**src/rtl/fifo_rd_packer.sv**
```systemverilog
// Read-side drain for the async FIFO: pops narrow entries and packs PACK of them
// into one wide valid/ready word with a lane keep mask; a flush emits a partial word.
module fifo_rd_packer #(
    parameter int DATA_WIDTH = 8,
    parameter int PACK       = 4
) (
    input  logic                       i_clk,
    input  logic                       i_rst,
    input  logic                       i_rempty,
    input  logic [DATA_WIDTH-1:0]      i_rdata,
    output logic                       o_rinc,
    input  logic                       i_flush,
    output logic [DATA_WIDTH*PACK-1:0] o_m_data,
    output logic [PACK-1:0]            o_m_keep,
    output logic                       o_m_valid,
    input  logic                       i_m_ready,
    output logic                       o_busy
);

    localparam int CW = $clog2(PACK);
    localparam logic [CW-1:0] LAST = CW'(PACK - 1);

    logic [DATA_WIDTH-1:0]      acc [PACK-1];
    logic [CW-1:0]              acc_cnt;
    logic                       flush_pend;
    logic                       out_free;
    logic                       acc_last;
    logic [DATA_WIDTH*PACK-1:0] full_word;
    logic [DATA_WIDTH*PACK-1:0] part_word;
    logic [PACK-1:0]            part_keep;

    assign out_free = ~o_m_valid | i_m_ready;
    assign acc_last = (acc_cnt == LAST);
    assign o_rinc   = ~i_rst & ~i_rempty & ~flush_pend & (~acc_last | out_free);
    assign o_busy   = ~i_rst & ((acc_cnt != '0) | o_m_valid | flush_pend);

    // Candidate output words; lanes not yet filled stay zero in the partial word.
    always_comb begin
        full_word = '0;
        part_word = '0;
        part_keep = '0;
        for (int i = 0; i < PACK - 1; i++) begin
            full_word[i*DATA_WIDTH +: DATA_WIDTH] = acc[i];
            if (i < int'(acc_cnt)) begin
                part_word[i*DATA_WIDTH +: DATA_WIDTH] = acc[i];
                part_keep[i] = 1'b1;
            end
        end
        full_word[(PACK-1)*DATA_WIDTH +: DATA_WIDTH] = i_rdata;
    end

    always_ff @(posedge i_clk) begin
        for (int i = 0; i < PACK - 1; i++) begin
            if (o_rinc && !acc_last && acc_cnt == CW'(i)) begin
                acc[i] <= i_rdata;
            end
        end
    end

    always_ff @(posedge i_clk) begin
        if (i_rst) begin
            acc_cnt    <= '0;
            flush_pend <= 1'b0;
            o_m_valid  <= 1'b0;
            o_m_data   <= '0;
            o_m_keep   <= '0;
        end else begin
            if (o_m_valid && i_m_ready) begin
                o_m_valid <= 1'b0;
            end
            if (o_rinc) begin
                if (acc_last) begin
                    o_m_data  <= full_word;
                    o_m_keep  <= '1;
                    o_m_valid <= 1'b1;
                    acc_cnt   <= '0;
                end else begin
                    acc_cnt <= acc_cnt + 1'b1;
                end
            end
            // Popping is blocked while flush_pend is set, so the two loads never collide.
            if (flush_pend) begin
                if (out_free) begin
                    flush_pend <= 1'b0;
                    if (acc_cnt != '0) begin
                        o_m_data  <= part_word;
                        o_m_keep  <= part_keep;
                        o_m_valid <= 1'b1;
                        acc_cnt   <= '0;
                    end
                end
            end else if (i_flush) begin
                flush_pend <= 1'b1;
            end
        end
    end

endmodule

```
**config.mk**
```make
export PLATFORM = sky130hd
export DESIGN_NAME = fifo_rd_packer
export DESIGN_NICKNAME = d
export VERILOG_FILES = /design/src/rtl/fifo_rd_packer.sv
export SDC_FILE = /design/constraint.sdc
export NUM_CORES = 1
export LEC_CHECK = 0
export CAP_MARGIN = 20
export CORE_UTILIZATION = 45
export CTS_CLUSTER_SIZE = 24
export DETAILED_ROUTE_END_ITERATION = 12
export GPL_TIMING_DRIVEN = 0
export HOLD_SLACK_MARGIN = 0.08
export PLACE_DENSITY = 0.82
export REMOVE_ABC_BUFFERS = 1
export SLEW_MARGIN = 20
export SYNTH_ARGS = -nofsm -noshare
export SYNTH_HDL_FRONTEND = slang
export SYNTH_SLANG_ARGS = --single-unit
```
**constraint.sdc**
```tcl
create_clock -name i_clk -period 4.12 [get_ports i_clk]
set_input_delay 1.236 -clock i_clk [delete_from_list [all_inputs] [get_ports i_clk]]
set_output_delay 1.236 -clock i_clk [all_outputs]
set_load 0.005 [all_outputs]
```
==> out/summary.json, run 1 <==
{
  "fmaxAchievable": {"value": 0.256, "unit": "GHz"},
  "ctsHtreeMaxLevel": {"value": 3},
  "drt_iter0_drc": {"value": 71},
  "hold-path-cell-count": {"value": 2},
  "tritoncts.num_buffers": {"value": 9},
  "grt_use_total": {"value": 19.2, "unit": "%"},
  "clock_path_buffers": {"value": 2},
  "layout_setup_ws": {"value": 0.216, "unit": "ns"},
  "final_min_period_over_clock_period": {"value": 94.8, "unit": "%"},
  "netlist.area_leader.share": {"value": 35.0, "unit": "%"},
  "post_synthesis_sequential_element_count": {"value": 64},
  "dpl_cell_area": {"value": 0.00284, "unit": "mm²"},
  "grt_max_degree": {"value": 21},
  "post-route-drc-count": {"value": 0},
  "portBuffers": {"value": 51},
  "timing.clock.skew": {"value": 0.00567, "unit": "ns"},
  "yosysWarningCount": {"value": 0},
  "total_leakage_power": {"value": 1.15, "unit": "nW"},
  "final.min_clock_period": {"value": 3.90, "unit": "ns"},
  "register_area": {"value": 0.00152, "unit": "mm²"},
  "worst_setup_hold_path_clk_slew": {"value": 0.07, "unit": "ns"},
  "final_cell_area": {"value": 0.00309, "unit": "mm²"},
  "ioPinCount": {"value": 52},
  "grt_first_pass_wirelength": {"value": 7310, "unit": "µm"},
  "gp_congestion": {"value": 0.834},
  "setup-violations-final": {"value": 0},
  "crit_fanout": {"value": 5},
  "finalHoldWorstSlack": {"value": 0.446, "unit": "ns"},
  "die_area": {"value": 0.00538, "unit": "mm²"},
  "slew_viol_final": {"value": 0},
  "vias": {"value": 1606},
  "drtPass1Iterations": {"value": 4},
  "arrival": {"value": 2.67, "unit": "ns"},
  "post-place-ws": {"value": -0.380, "unit": "ns"},
  "hold_viol_final": {"value": 0},
  "synth_area_leader_cell": {"value": "sky130_fd_sc_hd__dfxtp_1"},
  "detail_route.vias_per_cell": {"value": 5.23},
  "die_width": {"value": 73.3, "unit": "µm"},
  "tritoncts": {"value": "yes"},
  "gr-total-overflow": {"value": 0},
  "total_setup_buffers_inserted_after_cts": {"value": 0},
  "core-area": {"value": 0.00482, "unit": "mm²"},
  "wire_length_after_detailed_routing": {"value": 4670, "unit": "µm"},
  "required": {"value": 2.88, "unit": "ns"},
  "maximum_resistive_drop_on_vdd": {"value": 0.363, "unit": "mV"},
  "dpl.cell_count": {"value": 291},
  "hold_path.class": {"value": "reg -> reg"},
  "postSynthCellCount": {"value": 181},
  "ant_nets": {"value": 0},
  "clk_root_buffer_cell": {"value": "sky130_fd_sc_hd__clkbuf_8"},
  "layout-drive-gt1-share": {"value": 9.17, "unit": "%"},
  "timing.slew.headroom": {"value": 44.8, "unit": "%"},
  "die_h": {"value": 73.3, "unit": "µm"},
  "row_count": {"value": 25},
  "cell_types_with_the_largest_area_share_after_synthesis": {"value": "sky130_fd_sc_hd__dfxtp_1 35%, sky130_fd_sc_hd__edfxtp_1 31%, sky130_fd_sc_hd__a22o_1 5.7%"},
  "synth_sequential_area_ratio": {"value": 66.4, "unit": "%"},
  "route.detailed.wl_per_inst": {"value": 15.2, "unit": "µm"},
  "critical_path.endpoint_type": {"value": "primary output"},
  "r2r.worst_path.cells": {"value": 6},
  "outcome": {"value": "finished, final reports clean"},
  "synth.avg_cell_area": {"value": 12.7, "unit": "µm²"},
  "drv_cap": {"value": 0},
  "syn_area": {"value": 0.00229, "unit": "mm²"},
  "critical_path_startpoint_category": {"value": "input pin"},
  "initial_antenna_violation_count": {"value": 0},
  "clock_sink_count": {"value": 64},
  "crit_type": {"value": "in -> out"},
  "multi_input_comb_area": {"value": 709, "unit": "µm²"},
  "first_global_vias": {"value": 1560},
  "worst-slew-pin-transition": {"value": 0.825, "unit": "ns"},
  "nets": {"value": 253},
  "pwr_density_cell": {"value": 452, "unit": "mW/mm²"},
  "clock_latency": {"value": 0.34, "unit": "ns"},
  "initial_utilization": {"value": 47.5, "unit": "%"},
  "instances_no_fill": {"value": 307},
  "ctsHoldBuffers": {"value": 0},
  "num_antenna_cells": {"value": 0},
  "post_synth_num_cell_types": {"value": 33},
  "nFillCells": {"value": 391},
  "area_growth": {"value": 34.8, "unit": "%"},
  "dp_hpwl": {"value": 3150, "unit": "µm"},
  "rsz0062_at_grt": {"value": "false"},
  "resized_cells_post_cts": {"value": 1}
}
[per-layer routing]
layer	part of all wire [%]	wire length (µm)	up-vias	global-route usage, %
met1	42	1960	769	22.9
met2	50	2330	56	30.5
met5	0	0	-	0
met4	2.5	119	0	12.4
li1	-	-	768	-
met3	5.7	264	13	5.76
[cells by family (layout without fill, tap and decap cells)]
logic type | after synthesis | count (layout) | share of synthesized area (%)
AOI/OAI and AO/OA | 43 | 43 | 13.2
adders and majority gates | 5 | 5 | 2.73
buffers and inverters | 12 | 71 | 2.57
DFF | 64 | 64 | 66.4
muxes | 9 | 9 | 3.93
and+or+nand+nor | 48 | 48 | 11.1
[synthesized netlist by cell type]
cell type                  number
sky130_fd_sc_hd__dfxtp_1       40
sky130_fd_sc_hd__edfxtp_1      24
sky130_fd_sc_hd__a22o_1        15
sky130_fd_sc_hd__nor2_1        15
sky130_fd_sc_hd__a21oi_1       13
sky130_fd_sc_hd__nand3_1       12
sky130_fd_sc_hd__mux2i_1        9
sky130_fd_sc_hd__o21ai_0        8
sky130_fd_sc_hd__nand2_1        6
sky130_fd_sc_hd__ha_1           5
sky130_fd_sc_hd__inv_1          4
sky130_fd_sc_hd__and2_1         3
sky130_fd_sc_hd__clkbuf_1       3
sky130_fd_sc_hd__nand2b_1       3
sky130_fd_sc_hd__a21o_1         2
sky130_fd_sc_hd__buf_2          2
sky130_fd_sc_hd__a21oi_2        1
sky130_fd_sc_hd__a21oi_4        1
sky130_fd_sc_hd__a221oi_1       1
sky130_fd_sc_hd__a31oi_1        1
sky130_fd_sc_hd__a32o_1         1
sky130_fd_sc_hd__and2b_1        1
sky130_fd_sc_hd__and3_1         1
sky130_fd_sc_hd__buf_1          1
sky130_fd_sc_hd__buf_4          1
sky130_fd_sc_hd__buf_6          1
sky130_fd_sc_hd__nand3_2        1
sky130_fd_sc_hd__nand3b_1       1
sky130_fd_sc_hd__nor2_4         1
sky130_fd_sc_hd__nor2b_1        1
sky130_fd_sc_hd__nor3_4         1
sky130_fd_sc_hd__nor3b_1        1
sky130_fd_sc_hd__nor4_1         1
[state kept, by name, summed over array words and instances (netlist names)]
signal      count
o_m_data       32
acc            24
o_m_keep        4
acc_cnt         2
flush_pend      1
o_m_valid       1
[cell usage in the layout, fill, tap and decap left out, types with 3 or more instances in the layout]
cell	instances
sky130_fd_sc_hd__a21oi_1	13
sky130_fd_sc_hd__a22o_1	15
sky130_fd_sc_hd__and2_1	3
sky130_fd_sc_hd__bufinv_16	3
sky130_fd_sc_hd__clkbuf_8	9
sky130_fd_sc_hd__clkdlybuf4s50_1	50
sky130_fd_sc_hd__dfxtp_1	40
sky130_fd_sc_hd__edfxtp_1	24
sky130_fd_sc_hd__ha_1	5
sky130_fd_sc_hd__inv_1	4
sky130_fd_sc_hd__mux2i_1	9
sky130_fd_sc_hd__nand2_1	6
sky130_fd_sc_hd__nand2b_1	3
sky130_fd_sc_hd__nand3_1	12
sky130_fd_sc_hd__nor2_1	15
sky130_fd_sc_hd__o21ai_0	8
[critical path, cell delays in order]
cell and delay, ns:
sky130_fd_sc_hd__clkdlybuf4s50_1 0.47, sky130_fd_sc_hd__nor3_4 0.23, sky130_fd_sc_hd__nand2_1 0.16, sky130_fd_sc_hd__inv_1 0.08, sky130_fd_sc_hd__clkdlybuf4s50_1 0.49
[final cells by class]
type                    instances  area share, %
multi-input cells             105           23.0
clock inverters                 7           4.13
repair buffers                 51           16.4
inverters                       4          0.486
flip-flops and latches         64           49.3
well taps                      67           2.72
clock buffers                   9           4.01
[worst paths after layout]
check                                  from          end  slack, ns
worst max-delay path               i_rempty       o_rinc       0.22
worst min-delay path            o_m_keep[3]  o_m_keep[3]       0.45
worst max register to register   acc_cnt[0]  o_m_data[6]       2.02
worst min register to register  o_m_keep[3]  o_m_keep[3]       0.45
[metrics by stage]
step | TNS (ns) | total power (W) | util [%]
5_1_grt | 0 | 0.00144 | 64.1
2_1_floorplan | 0 | 0.000705 | -
4_1_cts | 0 | 0.00140 | 64.2
6_report | 0 | 0.00139 | 64.1
3_5_place_dp | -0.380 | 0.000739 | 59.0
3_3_place_gp | -0.376 | 0.000738 | 59.0
[power by group]
| group | internal, W | switching, W | total [W] |
|---|---|---|---|
| sequential | 0.000665 | 0.00000568 | 0.000671 |
| clock | 0.000410 | 0.000260 | 0.000670 |
| combinational | 0.0000245 | 0.0000290 | 0.0000535 |
| total | 0.00110 | 0.000295 | 0.00139 |
Note: power is estimated with default switching activity, not from simulation.
==> run 2, diff against run 1 <==
--- a/config.mk
+++ b/config.mk
@@ -13,6 +13,7 @@
 export HOLD_SLACK_MARGIN = 0.08
 export PLACE_DENSITY = 0.82
 export REMOVE_ABC_BUFFERS = 1
+export SETUP_SLACK_MARGIN = 0.15
 export SLEW_MARGIN = 20
 export SYNTH_ARGS = -nofsm -noshare
 export SYNTH_HDL_FRONTEND = slang
==> out/summary.json, run 2 (same netlist as run 1, synthesis figures left out) <==
{
  "ioPinCount": {"value": 52, "change": "unchanged"},
  "gp_congestion": {"value": 0.834, "change": "unchanged"},
  "gr-total-overflow": {"value": 0, "change": "unchanged"},
  "register_area": {"value": 0.00152, "unit": "mm²", "change": "unchanged"},
  "drv_cap": {"value": 0, "change": "unchanged"},
  "initial_utilization": {"value": 47.5, "unit": "%", "change": "unchanged"},
  "arrival": {"value": 2.64, "unit": "ns", "change": "-0.03 ns"},
  "grt_first_pass_wirelength": {"value": 7310, "unit": "µm", "change": "unchanged"},
  "area_growth": {"value": 35.4, "unit": "%"},
  "largest_registers": {"value": "o_m_data x32, acc x24, o_m_keep x4"},
  "dpl_cell_area": {"value": 0.00284, "unit": "mm²", "change": "unchanged"},
  "tritoncts.num_buffers": {"value": 9, "change": "unchanged"},
  "clk_root_buffer_cell": {"value": "sky130_fd_sc_hd__clkbuf_8"},
  "hold_path.class": {"value": "reg -> reg"},
  "critical_path_startpoint_category": {"value": "input pin"},
  "outcome": {"value": "finished, final reports clean"},
  "final_cell_area": {"value": 0.00310, "unit": "mm²", "change": "+0.45%"},
  "vias": {"value": 1600, "change": "-0.37%"},
  "post-route-drc-count": {"value": 0, "change": "unchanged"},
  "maximum_resistive_drop_on_vdd": {"value": 0.363, "unit": "mV", "change": "about the same"},
  "mostFrequentLayoutCell": {"value": "sky130_fd_sc_hd__clkdlybuf4s50_1"},
  "setup-violations-final": {"value": 0, "change": "unchanged"},
  "crit_fanout": {"value": 4, "change": "-1"},
  "route.detailed.wl_per_inst": {"value": 15.2, "unit": "µm", "change": "about the same"},
  "dp_hpwl": {"value": 3150, "unit": "µm", "change": "unchanged"},
  "rsz0062_at_grt": {"value": "false"},
  "drtPass1Iterations": {"value": 4, "change": "unchanged"},
  "wire_length_after_detailed_routing": {"value": 4690, "unit": "µm", "change": "+0.34%"},
  "grt_max_degree": {"value": 21, "change": "unchanged"},
  "worst-slew-pin-transition": {"value": 0.807, "unit": "ns", "change": "-0.0183 ns"},
  "total_leakage_power": {"value": 1.16, "unit": "nW", "change": "+0.50%"},
  "critical_path.endpoint_type": {"value": "primary output"},
  "crit_start": {"value": "i_rempty"},
  "hold_viol_final": {"value": 0, "change": "unchanged"},
  "first_global_vias": {"value": 1560, "change": "unchanged"},
  "required": {"value": 2.88, "unit": "ns", "change": "about the same"},
  "die_h": {"value": 73.3, "unit": "µm", "change": "unchanged"},
  "slew_viol_final": {"value": 0, "change": "unchanged"},
  "multi_input_comb_area": {"value": 709, "unit": "µm²", "change": "unchanged"},
  "core-area": {"value": 0.00482, "unit": "mm²", "change": "unchanged"},
  "ctsHtreeMaxLevel": {"value": 3, "change": "unchanged"},
  "num_antenna_cells": {"value": 0, "change": "unchanged"},
  "clock_sink_count": {"value": 64, "change": "unchanged"},
  "detail_route.vias_per_cell": {"value": 5.19, "change": "-0.70%"},
  "worst_setup_hold_path_clk_slew": {"value": 0.07, "unit": "ns", "change": "about the same"},
  "grt_use_total": {"value": 19.2, "unit": "%", "change": "unchanged"},
  "timing.clock.skew": {"value": 0.00555, "unit": "ns", "change": "-0.000122 ns"},
  "nets": {"value": 254, "change": "+0.40%"},
  "die_width": {"value": 73.3, "unit": "µm", "change": "unchanged"},
  "timing.slew.headroom": {"value": 46.0, "unit": "%", "change": "+1.2 points"},
  "finish.utilization": {"value": 64.4, "unit": "%", "change": "+0.29 points"},
  "nFillCells": {"value": 388, "change": "-0.77%"},
  "final_min_period_over_clock_period": {"value": 94.1, "unit": "%", "change": "-0.66 points"},
  "startpoint_of_the_worst_slack_reg_to_reg_timing_path": {"value": "acc_cnt[0]"},
  "drt_iter0_drc": {"value": 77, "change": "+8.5%"},
  "portBuffers": {"value": 51, "change": "unchanged"},
  "rrSetupSlack": {"value": 2.03, "unit": "ns", "change": "about the same"},
  "finalPower": {"value": 0.00140, "unit": "W", "change": "+0.41%"},
  "crit_type": {"value": "in -> out"},
  "pwr_density_cell": {"value": 452, "unit": "mW/mm²", "change": "about the same"},
  "fmaxAchievable": {"value": 0.258, "unit": "GHz", "change": "+0.70%"},
  "initial_antenna_violation_count": {"value": 0, "change": "unchanged"},
  "timing.rr.end": {"value": "o_m_data[23]"},
  "die_area": {"value": 0.00538, "unit": "mm²", "change": "unchanged"},
  "layout-drive-gt1-share": {"value": 9.54, "unit": "%", "change": "+0.38 points"},
  "final.min_clock_period": {"value": 3.88, "unit": "ns", "change": "-0.0272 ns"},
  "largest_register": {"value": "o_m_data"},
  "r2r.worst_path.cells": {"value": 6, "change": "unchanged"},
  "largest_register_ff_count": {"value": 32, "change": "unchanged"},
  "final_cell_mix": {"value": "50 x sky130_fd_sc_hd__clkdlybuf4s50_1, 40 x sky130_fd_sc_hd__dfxtp_1, 24 x sky130_fd_sc_hd__edfxtp_1, 15 x sky130_fd_sc_hd__nor2_1, 15 x sky130_fd_sc_hd__a22o_1"},
  "tritoncts": {"value": "yes"},
  "clock_path_buffers": {"value": 2, "change": "unchanged"},
  "timing.critical_path.to": {"value": "o_rinc"},
  "row_count": {"value": 25, "change": "unchanged"},
  "ant_nets": {"value": 0, "change": "unchanged"},
  "clock_latency": {"value": 0.34, "unit": "ns", "change": "about the same"}
}
-- run 2: how the worst min path moves through the flow --
stage | start | endpoint | depth (start not counted)
2_1_floorplan | acc[0][23] | o_m_data[23] | 1
3_3_place_gp | o_m_keep[3] | o_m_keep[3] | 2
3_5_place_dp | o_m_keep[3] | o_m_keep[3] | 2
4_1_cts | o_m_keep[3] | o_m_keep[3] | 2
5_1_grt | o_m_keep[3] | o_m_keep[3] | 2
6_report | o_m_keep[3] | o_m_keep[3] | 2
-- run 2: metal layers --
layer	share of wire, %	wire length (µm)	up-vias	GRT usage [%]
met5	0	0	-	0
met4	2.9	136	0	12.4
met3	5.5	259	13	5.76
met2	49	2300	53	30.5
met1	42	1990	766	22.9
li1	-	-	768	-
-- run 2: worst max-delay path: stages --
cell and delay (ns):
sky130_fd_sc_hd__clkdlybuf4s50_1 0.47, sky130_fd_sc_hd__nor3_4 0.22, sky130_fd_sc_hd__nand2_1 0.15, sky130_fd_sc_hd__inv_1 0.08, sky130_fd_sc_hd__clkdlybuf4s50_1 0.49
-- run 2: final cells by class --
cell class                 instances  share of cell area (%)
clock inverter                     7                    4.12
timing repair buffer              52                    16.7
multi-input combinational        105                    22.9
sequential                        64                    49.1
inverter                           4                   0.484
clock buffer                       9                    4.00
tap                               67                    2.70
-- run 2: what timing repair did --
action	4_1_cts	5_1_grt
setup buffers	0	1
gates resized for setup	3	0
hold endpoints to repair	0	0
hold buffers	0	0
pin swaps	0	1
setup endpoints to repair	2	1
-- run 2: power breakdown --
part | switching (W) | total [W] | internal, W
Sequential | 0.00000562 | 0.000670 | 0.000665
Clock | 0.000265 | 0.000675 | 0.000410
Combinational | 0.0000291 | 0.0000546 | 0.0000255
-- run 2: through the flow --
stage          hold slack (ns)  setup slack (ns)  cells  setup TNS [ns]
3_5_place_dp             0.442            -0.380    291          -0.380
2_1_floorplan            0.432              1.24    173               0
3_3_place_gp             0.436            -0.376    291          -0.376
5_1_grt                  0.477             0.169    308               0
6_report                 0.446             0.244    308               0
4_1_cts                  0.450             0.189    307               0
==> RTL edit: new RTL, config.mk and constraints of run 1 <==
Reset style: asynchronous (`i_rst`), changed in one clocked block.
--- a/src/rtl/fifo_rd_packer.sv
+++ b/src/rtl/fifo_rd_packer.sv
@@ -57,7 +57,7 @@
         end
     end
 
-    always_ff @(posedge i_clk) begin
+    always_ff @(posedge i_clk or posedge i_rst) begin
         if (i_rst) begin
             acc_cnt    <= '0;
             flush_pend <= 1'b0;
Function: differs if i_rst is asserted again (counterexample within 4 cycles, from zero or initial values and one cycle with i_rst high); with i_rst held inactive, the same outputs for 10 cycles.
==> RTL edit against run 1 <==
Critical path depth did not move. Wire length rose by 4.7%. Die area rose by 3.7%. Sequential cell count did not move. Area after synthesis rose by 3.8%. Final cell count fell by 3.9%. Global-route usage rose by 0.76 points. Clock skew rose by 1.2 ps. Largest cell class unchanged. Cell area rose by 3.2%. Worst setup slack got worse by 30 ps.
Power is not compared: it rests on default switching activity, and its combinational part moved more than twofold at a synthesized area within 25%.
==> RTL edit: results (changes against run 1) <==
cell depth of the worst hold path 1 (was 2); pin slew with the least headroom to its limit 764 ps (was 825 ps); final antenna diode count 0 (unchanged); share of synthesized registers carrying an async set or reset 62.5% (was 0%); overall routing resource usage 20.0% (was 19.2%); arithmetic-cell share of the synthesized area counting full adders, half adders and majority gates 2.63% (was 2.73%); global-route wire length before repair 7690 um (was 7310 um); buffers added on ports 51 (unchanged); worst endpoint data arrival time 2700 ps (was 2670 ps); Reg2Reg Setup Slack 1760 ps (was 2020 ps); mean instance size in the synthesized netlist 14.7 um^2 (was 12.7 um^2); IR Drop Worst-Case VDD around 0.32 mV; pre-CTS setup slack 194 ps (was -380 ps); wire length per cell after detailed routing 16.6 um (was 15.2 um); total instance count after detailed placement 279 (was 291); Net count, final 238 (was 253); Synth area leaders sky130_fd_sc_hd__dfrtp_1, sky130_fd_sc_hd__edfxtp_1, sky130_fd_sc_hd__a22o_1, sky130_fd_sc_hd__mux2_2, sky130_fd_sc_hd__nand2_1 (was sky130_fd_sc_hd__dfxtp_1, sky130_fd_sc_hd__edfxtp_1, sky130_fd_sc_hd__a22o_1, sky130_fd_sc_hd__mux2i_1, sky130_fd_sc_hd__a21oi_1); vias per cell 5.03 (was 5.23); Min-Delay Startpoint acc[0][8]$_DFFE_PP_ (was o_m_keep[3]$_SDFF_PP0_); launch point of the critical path i_rst (was i_rempty); worst reg2reg path startpoint acc_cnt[0]$_DFF_PP0_ (was acc_cnt[0]$_SDFF_PP0_); final-layout fill cell count 388 (was 391); vias in the first global route 1466 (was 1560); worst clock skew 6.88 ps (was 5.67 ps); standard cell area after detailed placement 0.00297 mm^2 (was 0.00284 mm^2); Min Hold Slack 458 ps (was 446 ps); result of the run complete, no violations (unchanged); violation count after the first detailed-routing iteration 59 (was 71); largest net degree at the start of global routing 28 (was 21); post-route clock period utilization 95.5% (was 94.8%); area fraction in compound gates after synthesis 8.74% (was 13.2%); worst min-delay path endpoint o_m_data[8]$_DFF_PP0_ (was o_m_keep[3]$_SDFF_PP0_); portion of the post-synthesis area used by sequential elements 72.4% (was 66.4%); number of flops mapped to enable cells by yosys 24 (unchanged); cell types with the highest counts after synthesis sky130_fd_sc_hd__dfrtp_1, sky130_fd_sc_hd__edfxtp_1, sky130_fd_sc_hd__nand2_1, sky130_fd_sc_hd__a22o_1, sky130_fd_sc_hd__a21oi_1 (was sky130_fd_sc_hd__dfxtp_1, sky130_fd_sc_hd__edfxtp_1, sky130_fd_sc_hd__a22o_1, sky130_fd_sc_hd__nor2_1, sky130_fd_sc_hd__a21oi_1); Reg-to-Reg End o_m_data[7]$_DFF_PP0_ (was o_m_data[6]$_SDFF_PP0_); Yosys cell types 27 (was 33); cell depth of the worst flop-to-flop path 6 (unchanged); prevailing post-synth register cell sky130_fd_sc_hd__dfrtp_1 (was sky130_fd_sc_hd__dfxtp_1); Final Routed Wirelength 4890 um (was 4670 um); mux cell area share after synthesis 4.58% (was 3.93%); post_cts resized 0 (was 1)
[RTL edit: final cells by class]
type	count	area [um^2]	area share, %
inverters	4	15.0	0.471
well taps	70	87.6	2.75
clock inverters	2	35.0	1.10
repair buffers	52	531	16.7
multi-input cells	89	612	19.2
clock buffers	14	184	5.77
flip-flops and latches	64	1720	54.0
[RTL edit: worst max-delay path, stage by stage]
cell	delay [ps]
sky130_fd_sc_hd__clkdlybuf4s50_1	500
sky130_fd_sc_hd__nor3_4	270
sky130_fd_sc_hd__nand2_1	120
sky130_fd_sc_hd__inv_1	70
sky130_fd_sc_hd__clkdlybuf4s50_1	490
[RTL edit: kinds of logic after synthesis]
logic type	count (synthesis)
multiplexers	9
flip-flops	64
buffers and inverters	9
adder cells (fa/ha/maj)	5
AO/OA/AOI/OAI	29
AND/OR/NAND/NOR	46
[RTL edit: layer usage]
layer	track usage, %	wire length, um
met4	6.29	31
met3	7.23	266
met5	0	0
met1	24.3	2050
met2	33.4	2540
